==> config.mk <==
export PLATFORM = sky130hd
export DESIGN_NAME = version_reporter
export DESIGN_NICKNAME = d
export VERILOG_FILES = /design/src/rtl/version_reporter.sv
export SDC_FILE = /design/constraint.sdc
export NUM_CORES = 1
export LEC_CHECK = 0
export BUFFER_PORTS_ARGS = -buffer_cell sky130_fd_sc_hd__clkbuf_2
export CAP_MARGIN = 10
export CORE_ASPECT_RATIO = 0.7
export CORE_MARGIN = 2
export CORE_UTILIZATION = 55
export CTS_CLUSTER_DIAMETER = 80
export CTS_CLUSTER_SIZE = 24
export DETAILED_ROUTE_END_ITERATION = 12
export HOLD_SLACK_MARGIN = 0.12
export PLACE_DENSITY = 0.79
export SLEW_MARGIN = 5
export SYNTH_ARGS = -nofsm -noshare
export SYNTH_HDL_FRONTEND = slang
export SYNTH_SLANG_ARGS = --single-unit
==> constraint.sdc <==
create_clock -name clk -period 2.5 [get_ports clk]
set_input_delay 0.25 -clock clk [delete_from_list [all_inputs] [get_ports clk]]
set_output_delay 0.25 -clock clk [all_outputs]
set_load 0.01 [all_outputs]
==> src/rtl/version_reporter.sv <==
// version_reporter: streams the build version/date as an ASCII line over a valid/ready byte interface.
package version_pkg;
  localparam logic [7:0]  C_VERSION_MAJOR  = 8'd0;
  localparam logic [7:0]  C_VERSION_MINOR  = 8'd0;
  localparam logic [7:0]  C_VERSION_PATCH  = 8'd0;
  localparam logic [7:0]  C_VERSION_BUILD  = 8'd57;
  localparam logic [15:0] C_VERSION_YEAR   = 16'h2025;
  localparam logic [7:0]  C_VERSION_MONTH  = 8'h11;
  localparam logic [7:0]  C_VERSION_DAY    = 8'h07;
  localparam logic [7:0]  C_VERSION_HOUR   = 8'h12;
  localparam logic [7:0]  C_VERSION_MINUTE = 8'h18;
  localparam logic [7:0]  C_VERSION_SECOND = 8'h15;
endpackage

module version_reporter #(
  parameter logic [7:0]  VERSION_MAJOR  = version_pkg::C_VERSION_MAJOR,
  parameter logic [7:0]  VERSION_MINOR  = version_pkg::C_VERSION_MINOR,
  parameter logic [7:0]  VERSION_PATCH  = version_pkg::C_VERSION_PATCH,
  parameter logic [7:0]  VERSION_BUILD  = version_pkg::C_VERSION_BUILD,
  parameter logic [15:0] VERSION_YEAR   = version_pkg::C_VERSION_YEAR,
  parameter logic [7:0]  VERSION_MONTH  = version_pkg::C_VERSION_MONTH,
  parameter logic [7:0]  VERSION_DAY    = version_pkg::C_VERSION_DAY,
  parameter logic [7:0]  VERSION_HOUR   = version_pkg::C_VERSION_HOUR,
  parameter logic [7:0]  VERSION_MINUTE = version_pkg::C_VERSION_MINUTE,
  parameter logic [7:0]  VERSION_SECOND = version_pkg::C_VERSION_SECOND
) (
  input  logic       clk,
  input  logic       rst,
  input  logic       req_i,
  output logic       busy_o,
  output logic       done_o,
  output logic [7:0] tx_data_o,
  output logic       tx_valid_o,
  input  logic       tx_ready_i
);
  localparam int MAX_LEN = 38;

  function automatic int dec_digits(int v);
    return v >= 100 ? 3 : v >= 10 ? 2 : 1;
  endfunction

  function automatic logic [7:0] bcd_char(logic [3:0] n);
    return n < 4'd10 ? 8'h30 + {4'h0, n} : 8'h3F;
  endfunction

  // Whole line is rendered at elaboration; the datapath only walks a constant table.
  function automatic logic [MAX_LEN-1:0][7:0] build_line();
    logic [MAX_LEN-1:0][7:0] l;
    logic [31:0] bin;
    logic [55:0] bcd;
    logic [5:0] n;
    int v;
    l = '0;
    n = '0;
    bin = {VERSION_MAJOR, VERSION_MINOR, VERSION_PATCH, VERSION_BUILD};
    bcd = {VERSION_YEAR, VERSION_MONTH, VERSION_DAY, VERSION_HOUR, VERSION_MINUTE, VERSION_SECOND};
    for (int f = 0; f < 4; f++) begin
      l[n] = f == 0 ? "v" : f == 3 ? "+" : ".";
      n = n + 6'd1;
      v = int'(bin[31:24]);
      bin = bin << 8;
      if (v >= 100) begin
        l[n] = 8'(48 + v / 100);
        n = n + 6'd1;
      end
      if (v >= 10) begin
        l[n] = 8'(48 + (v / 10) % 10);
        n = n + 6'd1;
      end
      l[n] = 8'(48 + v % 10);
      n = n + 6'd1;
    end
    for (int k = 0; k < 14; k++) begin
      if (k % 2 == 0 && k != 2) begin
        l[n] = k == 0 || k == 8 ? " " : k < 8 ? "-" : ":";
        n = n + 6'd1;
      end
      l[n] = bcd_char(bcd[55:52]);
      bcd = bcd << 4;
      n = n + 6'd1;
    end
    l[n] = 8'h0D;
    l[n+6'd1] = 8'h0A;
    return l;
  endfunction

  localparam int LEN = 26 + dec_digits(int'(VERSION_MAJOR)) + dec_digits(int'(VERSION_MINOR))
                     + dec_digits(int'(VERSION_PATCH)) + dec_digits(int'(VERSION_BUILD));
  localparam logic [5:0] LAST = 6'(LEN - 1);
  localparam logic [MAX_LEN-1:0][7:0] LINE = build_line();

  typedef enum logic {IDLE, SEND} state_t;

  state_t     state, state_n;
  logic [5:0] idx, idx_n;
  logic [7:0] data_n;
  logic       done_n;
  logic       last;

  always_ff @(posedge clk) begin
    if (rst) begin
      state     <= IDLE;
      idx       <= '0;
      tx_data_o <= '0;
      done_o    <= 1'b0;
    end else begin
      state     <= state_n;
      idx       <= idx_n;
      tx_data_o <= data_n;
      done_o    <= done_n;
    end
  end

  always_comb begin
    state_n = state;
    idx_n   = idx;
    data_n  = tx_data_o;
    done_n  = 1'b0;
    last    = idx == LAST;
    if (state == IDLE && req_i) begin
      state_n = SEND;
      idx_n   = '0;
      data_n  = LINE[0];
    end else if (state == SEND && tx_ready_i) begin
      state_n = last ? IDLE : SEND;
      done_n  = last;
      idx_n   = last ? 6'd0 : idx + 6'd1;
      data_n  = last ? 8'h00 : LINE[idx + 6'd1];
    end
  end

  assign busy_o     = state == SEND;
  assign tx_valid_o = state == SEND;
endmodule

==> results.toml <==
[synth]
synth_ff_type = "dfxtp_1"
synth_edf_count = 0
synthArstFlopShare = 0
ys_seq_elements = 15
yosysSeqAreaShare = 0.243
yosysWarnings = 0
avgSynthCellArea_sq_um = 7.97
synthDistinctLibCells = 50
synth_area_sq_um = 1230
syn_inst = 155
syn-num-nets = 167

[layout]
multiInputGateArea_sq_um = 826
stdcell_count = 195
num_antenna_cells = 0
drive_above_1_share = 0.190
regArea_sq_um = 300
area_delta_synth_final_pct = 6.18
fillers = 217
num-nets-final = 176
final_util = 0.614

[timing]
final.setup.tns_ns = 0
fin_skew_ns = 0.0137
worst_hold_slack_ns = 0.212
fmax_ghz = 0.462
rsz0062_at_grt = "no"
final_hold_viol_count = 0
post-route-period-util = 0.865
fin_crit_ns = 2.16
slew_viol_final = 0
report.final.setup_viol = 0

[clock_tree]
clockBufferDepth = 2
htreeDepth = 1
cts_tree = "built"
cts_buffers = 3
clkSlewWorstSetupHoldPaths_ns = 0.10
cts_root_buffer = "clkbuf_4"
clkLatencyLatePin_ns = 0.29
cts_resized = 0
postCtsHoldBufs = 0
cts_sinks = 15
post_cts_buffers = 0

[setup_path]
cp-end-kind = "flop"
critical_path_arrival_ns = 2.36
start_kind = "flop"
path_buf_inv = 1
worstPathRequired_ns = 2.70
critical_path_class = "reg2reg"
crit_path_max_incr_delay_ns = 0.52
worst_path_most_repeated_cell = "ha_1"
cp_top_family = "adder cells"
critical_path.cell_chain = "ha_1 > inv_1 > ha_1 > or4bb_1 > o211ai_1 > a221o_1 > o311a_1 > o21ai_2"
worstPathMaxFanout = 10
crit_path_top_delay_cell = "or4bb_1"

[grt]
grt.overflow.total = 0
grt_use_total = 0.245
grt_pass1_vias = 1064
grt_max_degree = 18
grt_pass1_wl_um = 4930
grt_antenna_before_repair = 0

[routing]
dr_total_vias = 1140
wl_um = 2840
drt_drc_violations_left = 0
vias_per_cell = 5.85
drtAntennaViolNets = 0
drtPass1Iterations = 5
wl_per_cell_um = 14.6
dr.first_iter.drc_count = 101

[job]
drv_cap = 0

[run_status]
status = "finished clean"

[worst_hold_path]
hold_path.class = "in2reg"

[placement]
detailedPlacementHpwl_um = 2220
portBuffers = 13
place.gp.congestion = 0.960
place_inst = 191

[pwr]
leakage_uw = 0.000499
vdd_drop_max_mv = 0.321
p_per_area_nw_per_um2 = 355

[floorplan]
fp-row-count = 14
ioPinCount = 15
dieWidth_um = 60.6
core_area_sq_um = 2140
die_area_sq_um = 2650
die_h_um = 43.6
start_util = 0.578
[per-layer routing]
layer / share of wire / global-route usage
met5: 0 / 0
met4: 0.0060 / 0.0478
met3: 0.097 / 0.0716
met2: 0.43 / 0.333
met1: 0.47 / 0.380
[logic make-up after synthesis]
kind of cell    count (synthesis)  synth area share
compound gates                 42             0.230
xor+xnor                        6            0.0638
fa+ha+maj                       9            0.0892
buf+inv                        19            0.0881
flops                          15             0.243
mux                             4            0.0334
other cells                     1           0.00304
simple gates                   59             0.249
[Yosys cell counts (all sizes together), types with 5 or more instances]
cell | number | area (sq um)
nor2 | 16 | 60.1
dfxtp | 15 | 300
a21oi | 13 | 65.1
nand2 | 12 | 45.0
buf | 10 | 75.1
nand3 | 9 | 50.1
o21ai | 9 | 48.8
ha | 8 | 100
inv | 6 | 22.5
nor3 | 6 | 30.0
xnor2 | 5 | 70.1
[state kept, by name (all words and copies together), names as in the netlist]
signal / count
done_o: 1
tx_data_o: 7
busy_o: 1
idx: 6
[layout by cell type, fill, tap and decap left out, types with 2 or more instances in the layout]
| master | instances |
|---|---|
| or3_1 | 3 |
| xnor2_1 | 3 |
| buf_4 | 4 |
| o31ai_1 | 2 |
| o21ai_0 | 8 |
| nor2b_1 | 3 |
| o211ai_1 | 2 |
| clkbuf_4 | 3 |
| dfxtp_1 | 15 |
| a211oi_1 | 3 |
| nand2_1 | 12 |
| ha_1 | 8 |
| mux2i_1 | 3 |
| inv_1 | 6 |
| nor3_1 | 6 |
| nand3_1 | 8 |
| nor2_1 | 16 |
| a221oi_1 | 3 |
| clkbuf_2 | 13 |
| a21oi_1 | 13 |
[tightest hold or removal path: cells and delay by family]
| kind | cells | cell delay [ns] |
|---|---|---|
| buffers and inverters | 1 | 0.09 |
| AND/OR/NAND/NOR | 1 | 0.08 |
| AO/OA/AOI/OAI | 1 | 0.05 |
[final cells by class]
type                       instances  area share
timing repair buffer              17      0.0725
clock inverter                     1     0.00382
inverter                           6      0.0172
clock buffer                       3      0.0172
sequential                        15       0.229
multi-input combinational        121       0.630
tap                               32      0.0305
[path summary, 6_finish.rpt]
kind	startpoint	end	slack, ns	cells past startpoint
worst max-delay path	idx[0]$_SDFFE_PP0P_	tx_data_o[0]$_SDFFE_PP0P_	0.34	8
worst min-delay path	req_i	busy_o$_SDFFE_PP0P_	0.21	3
worst max register to register	idx[0]$_SDFFE_PP0P_	tx_data_o[0]$_SDFFE_PP0P_	0.34	8
worst min register to register	tx_data_o[3]$_SDFFE_PP0P_	tx_data_o[3]$_SDFFE_PP0P_	0.48	2
[power breakdown]
group | leakage [uW] | internal (uW) | total [uW] | switching, uW
Sequential | 0.000122 | 248 | 253 | 5.44
Clock | 0.0000177 | 59.5 | 142 | 82.8
Combinational | 0.000359 | 26.8 | 69.8 | 42.9
Total | 0.000499 | 334 | 465 | 131
[per-stage QoR]
step | power [uW] | cell area, sq um | setup slack, ns
2_1_floorplan | 309 | 1230 | 0.368
3_3_place_gp | 326 | 1280 | 0.448
3_5_place_dp | 328 | 1280 | 0.378
4_1_cts | 469 | 1310 | 0.364
5_1_grt | 488 | 1310 | 0.200
6_report | 465 | 1310 | 0.336
(Power assumes the default switching activity.)
